File: src/rtl/aes_link_pkg.sv
// Shared constants and types for the AES ciphertext serial link.
// Block geometry, baud default and the byte-engine state encoding.
package aes_link_pkg;

   localparam int BLK_BITS         = 128;
   localparam int BLK_BYTES        = 16;
   localparam int CLKS_PER_BIT_DEF = 868;

   typedef enum logic [1:0] {
      IDLE,
      START,
      DATA,
      STOP
   } tx_state_e;

endpackage

File: src/rtl/aes_ct_uart_tx_if.sv
// Block offer handshake between the AES core and the UART transmitter.
// The source presents a one-cycle valid with data; the sink reports ready.
interface aes_ct_uart_tx_if;
   import aes_link_pkg::*;

   logic                blk_valid;
   logic [BLK_BITS-1:0] blk_data;
   logic                blk_ready;

   modport master (
      output blk_valid,
      output blk_data,
      input  blk_ready
   );

   modport slave (
      input  blk_valid,
      input  blk_data,
      output blk_ready
   );

endinterface

File: src/rtl/uart_byte_tx.sv
// One 8N1 UART byte: baud counter plus start/data/stop sequencing.
// byte_done marks the last cycle of the stop bit so a next byte can follow.
module uart_byte_tx
   import aes_link_pkg::*;
#(
   parameter int unsigned CLKS_PER_BIT = CLKS_PER_BIT_DEF
) (
   input  logic       clk,
   input  logic       rst,
   input  logic       start,
   input  logic [7:0] data,
   output logic       tx,
   output logic       busy,
   output logic       byte_done
);

   localparam int CW = $clog2(CLKS_PER_BIT);
   localparam logic [CW-1:0] BAUD_MAX = CW'(CLKS_PER_BIT - 1);

   tx_state_e     state_q, state_d;
   logic [CW-1:0] baud_q, baud_d;
   logic [2:0]    bit_q, bit_d;
   logic [7:0]    sh_q, sh_d;
   logic          tx_q, tx_d;
   logic          busy_q, busy_d;
   logic          bit_end;

   assign bit_end   = (baud_q == BAUD_MAX);
   assign byte_done = (state_q == STOP) && bit_end;
   assign tx        = tx_q;
   assign busy      = busy_q;

   always_comb begin
      state_d = state_q;
      baud_d  = baud_q;
      bit_d   = bit_q;
      sh_d    = sh_q;
      unique case (state_q)
         IDLE: begin
            if (start) begin
               state_d = START;
               baud_d  = '0;
               sh_d    = data;
            end
         end
         START: begin
            if (bit_end) begin
               state_d = DATA;
               baud_d  = '0;
               bit_d   = 3'd0;
            end else begin
               baud_d = baud_q + 1'b1;
            end
         end
         DATA: begin
            if (bit_end) begin
               baud_d = '0;
               if (bit_q == 3'd7) begin
                  state_d = STOP;
                  bit_d   = 3'd0;
               end else begin
                  bit_d = bit_q + 3'd1;
                  sh_d  = {1'b0, sh_q[7:1]};
               end
            end else begin
               baud_d = baud_q + 1'b1;
            end
         end
         STOP: begin
            if (bit_end) begin
               baud_d = '0;
               // Back-to-back bytes: reload on the stop bit's final edge.
               if (start) begin
                  state_d = START;
                  sh_d    = data;
               end else begin
                  state_d = IDLE;
               end
            end else begin
               baud_d = baud_q + 1'b1;
            end
         end
         default: state_d = IDLE;
      endcase

      tx_d = 1'b1;
      unique case (state_d)
         START:   tx_d = 1'b0;
         DATA:    tx_d = sh_d[0];
         default: tx_d = 1'b1;
      endcase
      busy_d = (state_d != IDLE);
   end

   always_ff @(posedge clk) begin
      if (rst) begin
         state_q <= IDLE;
         baud_q  <= '0;
         bit_q   <= 3'd0;
         sh_q    <= 8'h00;
         tx_q    <= 1'b1;
         busy_q  <= 1'b0;
      end else begin
         state_q <= state_d;
         baud_q  <= baud_d;
         bit_q   <= bit_d;
         sh_q    <= sh_d;
         tx_q    <= tx_d;
         busy_q  <= busy_d;
      end
   end

endmodule

File: src/rtl/aes_ct_uart_tx.sv
// Serialises 128-bit AES ciphertext blocks as 16 UART 8N1 frames.
// One block shifts out while a second waits in the hold register.
module aes_ct_uart_tx
   import aes_link_pkg::*;
#(
   parameter int unsigned CLKS_PER_BIT = CLKS_PER_BIT_DEF
) (
   input  logic             clk,
   input  logic             rst,
   aes_ct_uart_tx_if.slave  blk,
   output logic             tx,
   output logic             busy,
   output logic             tx_done,
   output logic             overrun
);

   localparam int IW = $clog2(BLK_BYTES);

   logic [BLK_BITS-1:0] shift_q, shift_d;
   logic [BLK_BITS-1:0] hold_q, hold_d;
   logic                hold_full_q, hold_full_d;
   logic [IW-1:0]       idx_q, idx_d;
   logic                done_q, done_d;
   logic                ovr_q, ovr_d;
   logic                eng_start;
   logic [7:0]          eng_data;
   logic                byte_done;
   logic                last;
   logic                acc;

   assign blk.blk_ready = !hold_full_q;
   assign tx_done       = done_q;
   assign overrun       = ovr_q;

   uart_byte_tx #(
      .CLKS_PER_BIT (CLKS_PER_BIT)
   ) u_byte (
      .clk       (clk),
      .rst       (rst),
      .start     (eng_start),
      .data      (eng_data),
      .tx        (tx),
      .busy      (busy),
      .byte_done (byte_done)
   );

   always_comb begin
      shift_d     = shift_q;
      hold_d      = hold_q;
      hold_full_d = hold_full_q;
      idx_d       = idx_q;
      done_d      = 1'b0;
      eng_start   = 1'b0;
      last        = byte_done && (idx_q == IW'(BLK_BYTES - 1));
      // A full hold frees up on the block-end edge, so that offer is taken.
      acc         = blk.blk_valid && (!hold_full_q || last);
      ovr_d       = ovr_q || (blk.blk_valid && !acc);

      if (!busy) begin
         if (acc) begin
            shift_d   = blk.blk_data;
            idx_d     = '0;
            eng_start = 1'b1;
         end
      end else if (last) begin
         done_d = 1'b1;
         idx_d  = '0;
         if (hold_full_q) begin
            shift_d     = hold_q;
            hold_full_d = 1'b0;
            eng_start   = 1'b1;
         end else if (acc) begin
            shift_d   = blk.blk_data;
            eng_start = 1'b1;
         end
      end else if (byte_done) begin
         shift_d   = {shift_q[BLK_BITS-9:0], 8'h00};
         idx_d     = idx_q + 1'b1;
         eng_start = 1'b1;
      end

      if (acc && busy && !(last && !hold_full_q)) begin
         hold_d      = blk.blk_data;
         hold_full_d = 1'b1;
      end

      eng_data = shift_d[BLK_BITS-1 -: 8];
   end

   always_ff @(posedge clk) begin
      if (rst) begin
         shift_q     <= '0;
         hold_q      <= '0;
         hold_full_q <= 1'b0;
         idx_q       <= '0;
         done_q      <= 1'b0;
         ovr_q       <= 1'b0;
      end else begin
         shift_q     <= shift_d;
         hold_q      <= hold_d;
         hold_full_q <= hold_full_d;
         idx_q       <= idx_d;
         done_q      <= done_d;
         ovr_q       <= ovr_d;
      end
   end

endmodule
File: src/flat_wrapper.sv
// flat-port wrapper written by rule: the top's interface ports become plain ports
module aes_ct_uart_tx_flat import aes_link_pkg::*;
#(
   parameter int unsigned CLKS_PER_BIT = CLKS_PER_BIT_DEF
)
  (clk, rst, tx, busy, tx_done, overrun, blk_blk_valid, blk_blk_data, blk_blk_ready);
  aes_ct_uart_tx_if blk_i ();
  input  logic clk;
  input  logic rst;
  output logic tx;
  output logic busy;
  output logic tx_done;
  output logic overrun;
  input wire logic [$bits(blk_i.blk_valid)-1:0] blk_blk_valid;
  input wire logic [$bits(blk_i.blk_data)-1:0] blk_blk_data;
  output wire logic [$bits(blk_i.blk_ready)-1:0] blk_blk_ready;
  assign blk_i.blk_valid = blk_blk_valid;
  assign blk_i.blk_data = blk_blk_data;
  assign blk_blk_ready = blk_i.blk_ready;
  aes_ct_uart_tx #(.CLKS_PER_BIT(CLKS_PER_BIT)) u_core (.clk(clk), .rst(rst), .blk(blk_i), .tx(tx), .busy(busy), .tx_done(tx_done), .overrun(overrun));
endmodule
File: config.mk
export PLATFORM = sky130hd
export DESIGN_NAME = aes_ct_uart_tx_flat
export DESIGN_NICKNAME = d
export VERILOG_FILES = /design/src/rtl/aes_link_pkg.sv /design/src/rtl/aes_ct_uart_tx_if.sv /design/src/rtl/uart_byte_tx.sv /design/src/rtl/aes_ct_uart_tx.sv /design/src/flat_wrapper.sv
export SDC_FILE = /design/constraint.sdc
export NUM_CORES = 1
export LEC_CHECK = 0
export ABC_AREA = 1
export ABC_CLOCK_PERIOD_IN_PS = 2200
export CAP_MARGIN = 20
export CORE_ASPECT_RATIO = 1.2
export CORE_MARGIN = 8
export CORE_UTILIZATION = 33
export DETAILED_ROUTE_END_ITERATION = 6
export GPL_ROUTABILITY_DRIVEN = 0
export SLEW_MARGIN = 15
export SYNTH_ARGS = -nofsm -noshare
export SYNTH_HDL_FRONTEND = slang
export SYNTH_SLANG_ARGS = --single-unit
export TNS_END_PERCENT = 20
File: constraint.sdc
create_clock -name clk -period 2.2 [get_ports clk]
set_input_delay 0.22 -clock clk [delete_from_list [all_inputs] [get_ports clk]]
set_output_delay 0.22 -clock clk [all_outputs]
set_load 0.02 [all_outputs]
==> out/qor.csv <==
metric,value,unit
CTS root buf,clkbuf_16,
Worst setup EP type,register,
setup ws final,114,ps
Crit Path Class,reg -> reg,
Lkg Pwr,6.42,nW
Final TNS setup,0,ps
Post-Place Setup Slack,-75.2,ps
Worst Path Required,2630,ps
number of synthesis warnings,0,
"Most Used Layer, Global Route",met2,
CTS Buf Count,34,
Worst-path clk slew,60,ps
final antenna-violating net count,0,
total gr overflow,0,
diode count,0,
first-iteration detailed-routing DRC count,1164,
Rel. slew slack,0.533,
max-slew violations,0,
DR vias,13900,
initial core utilization,0.332,
ys async rst share,0,
proportion of synthesized area in mux cells,0,
fraction of final layout cells sized beyond drive strength 1,0.0874,
pin count of the biggest net entering global routing,128,
syn_nets,2106,
Seq cells post-synth,281,
Hold Crit Class,in -> reg,
GRT met2 Usage,0.300,
"Max FO, Critical Path",49,
synthesized-area fraction occupied by adder cells,0.00840,
Final period util,0.948,
Die Ht,237,µm
drt first pass iters,5,
xor and xnor area share after synthesis,0.00131,
crit path DAT,2520,ps
Clock Path Buffers,3,
number of synthesized flops with an enable pin,0,
outcome,completed,
WL final,45600,µm
PwrDens,1030,mW/mm²
sequential area share after synthesis,0.420,
RSZ-0062 raised after global routing,true,
met1 Usage GRT,0.247,
routed length per instance,17.4,µm
main combinational cell family by area after synthesis,simple AND/OR/NAND/NOR gates,
die width,200,µm
Clock H-tree levels,2,
Final Critical Period,2090,ps
area fraction in compound gates after synthesis,0.236,
area fraction of the dominant cell type after synthesis,0.420,
synthesized instance count,1966,
Worst VDD drop,500,µV
met3 Usage GRT,0.0284,
top post-synthesis cells by count,"425 x nand2_1, 350 x o21ai_0, 284 x nor2_1",
top_reg_cell synth,dfxtp_1,
Max Cap Viol,0,
Synth area leader,dfxtp_1,
initial antenna violation count,0,
Layout area overhead,26.5,%
# port buffers,135,
fill cell count,4134,
Post-DP HPWL,28300,µm
Final Hold Fails,0,
Mapped Area,0.0134,mm²
Final Util,0.419,
post-route DRC violation count,0,
worst hold margin,94.4,ps
most numerous cell in the Yosys netlist,nand2_1,
FMAX,479,MHz
Placeable Area,0.0404,mm²
slew at the pin closest to its max-slew limit,701,ps
"top cells by area, synth","dfxtp_1 42%, o21ai_0 13%, nand2_1 12%",
vias per cell,5.30,
synth unique cells,39,
Final setup viols,0,
Rows,81,
Syn Area/Cell,6.82,µm²
vias in the first global route,13400,
first-pass GRT wire length,72300,µm
I/O pins,136,
CTS tree,yes,
GRT Overall Usage,0.185,
die area,0.0474,mm²
Final #Nets,2201,
Startpoint Class,register,
Clock Skew,17.1,ps
worst-skew pair later-pin latency,510,ps
CTS Sinks,281,
simple-gate share of the synthesized area,0.258,
-- what timing repair did --
item                                    4_1_cts  5_1_grt
hold buffers                                  0        0
endpoints found under the setup margin      112      197
cloned                                        1        2
buffers inserted                              1        8
gates resized for setup                       7       27
pin swaps                                     1        7
-- metrics by stage --
stage	cell area (µm²)	total power [mW]	instances
after floorplan	13400	9.61	1966
after global placement	15500	11.3	2552
after detailed placement	15500	11.4	2552
after CTS	16700	17.4	2611
after global routing	17000	18.4	2621
final	17000	17.4	2621
-- cells by family after synthesis --
family	count (synthesis)
buf+inv	241
fa+ha+maj	9
flops	281
simple gates	856
compound gates	577
xor+xnor	2
-- path summary, 6_finish.rpt --
check	from	end	slack [ps]	cells after the start
min reg2reg	u_core.u_byte.baud_q[9]	u_core.u_byte.baud_q[9]	450	1
min	rst	u_core.u_byte.baud_q[7]	90	4
max reg2reg	u_core.u_byte.baud_q[0]	u_core.hold_q[50]	110	12
max	u_core.u_byte.baud_q[0]	u_core.hold_q[50]	110	12
-- state kept, by name, indices dropped and copies added, names as in the netlist --
register               count
u_core.u_byte.state_q      2
u_core.idx_q               4
u_core.u_byte.sh_q         8
u_core.shift_q           121
u_core.u_byte.busy         1
u_core.u_byte.baud_q      10
u_core.hold_q            128
u_core.tx_done             1
u_core.hold_full_q         1
u_core.overrun             1
u_core.u_byte.bit_q        3
u_core.u_byte.tx           1
-- worst max-delay path, cell delays in order, from the launching register on --
cell	delay (ps)
dfxtp_2	350
ha_4	160
nand3_2	90
nor2_4	150
nand4_4	140
buf_6	160
o21ai_4	160
buf_12	150
nor2_8	50
clkinv_2	100
buf_12	250
nor2_1	70
nor2_1	130
-- final cells by class --
| class | instances | area, µm² | share of cell area |
|---|---|---|---|
| Timing Repair Buffer | 217 | 2330 | 0.138 |
| Multi-Input combinational cell | 1444 | 6840 | 0.403 |
| Clock inverter | 8 | 143 | 0.00841 |
| Sequential cell | 281 | 5640 | 0.332 |
| Inverter | 83 | 320 | 0.0189 |
| Tap cell | 539 | 674 | 0.0398 |
| Clock buffer | 49 | 1010 | 0.0596 |
-- routing by layer --
| metal | wire (µm) | vias up | part of all wire |
|---|---|---|---|
| met1 | 20100 | 6535 | 0.44 |
| met2 | 21400 | 469 | 0.47 |
| li1 | - | 6794 | - |
| met4 | 1180 | 0 | 0.026 |
| met3 | 2830 | 85 | 0.062 |
| met5 | 0 | - | 0 |
-- cell usage in the layout, fill, tap and decap left out, types with 7 or more instances in the layout --
| cell type | n |
|---|---|
| o21ai_0 | 349 |
| clkbuf_1 | 8 |
| nor3_1 | 8 |
| buf_4 | 51 |
| buf_12 | 24 |
| ha_1 | 7 |
| nor2_1 | 282 |
| inv_1 | 74 |
| clkdlybuf4s50_1 | 134 |
| a31o_2 | 11 |
| nand3_1 | 122 |
| a21oi_1 | 75 |
| clkbuf_16 | 39 |
| nand2_1 | 419 |
| dfxtp_1 | 274 |
| a31oi_1 | 104 |
| o211ai_1 | 14 |
-- where the power goes --
part / leakage, nW / switching (mW) / internal [mW]
Clock: 0.563 / 2.21 / 3.65
Combinational: 3.55 / 2.99 / 1.87
Sequential: 2.31 / 0.633 / 6.07
Total: 6.42 / 5.83 / 11.6
(Power assumes the default switching activity.)
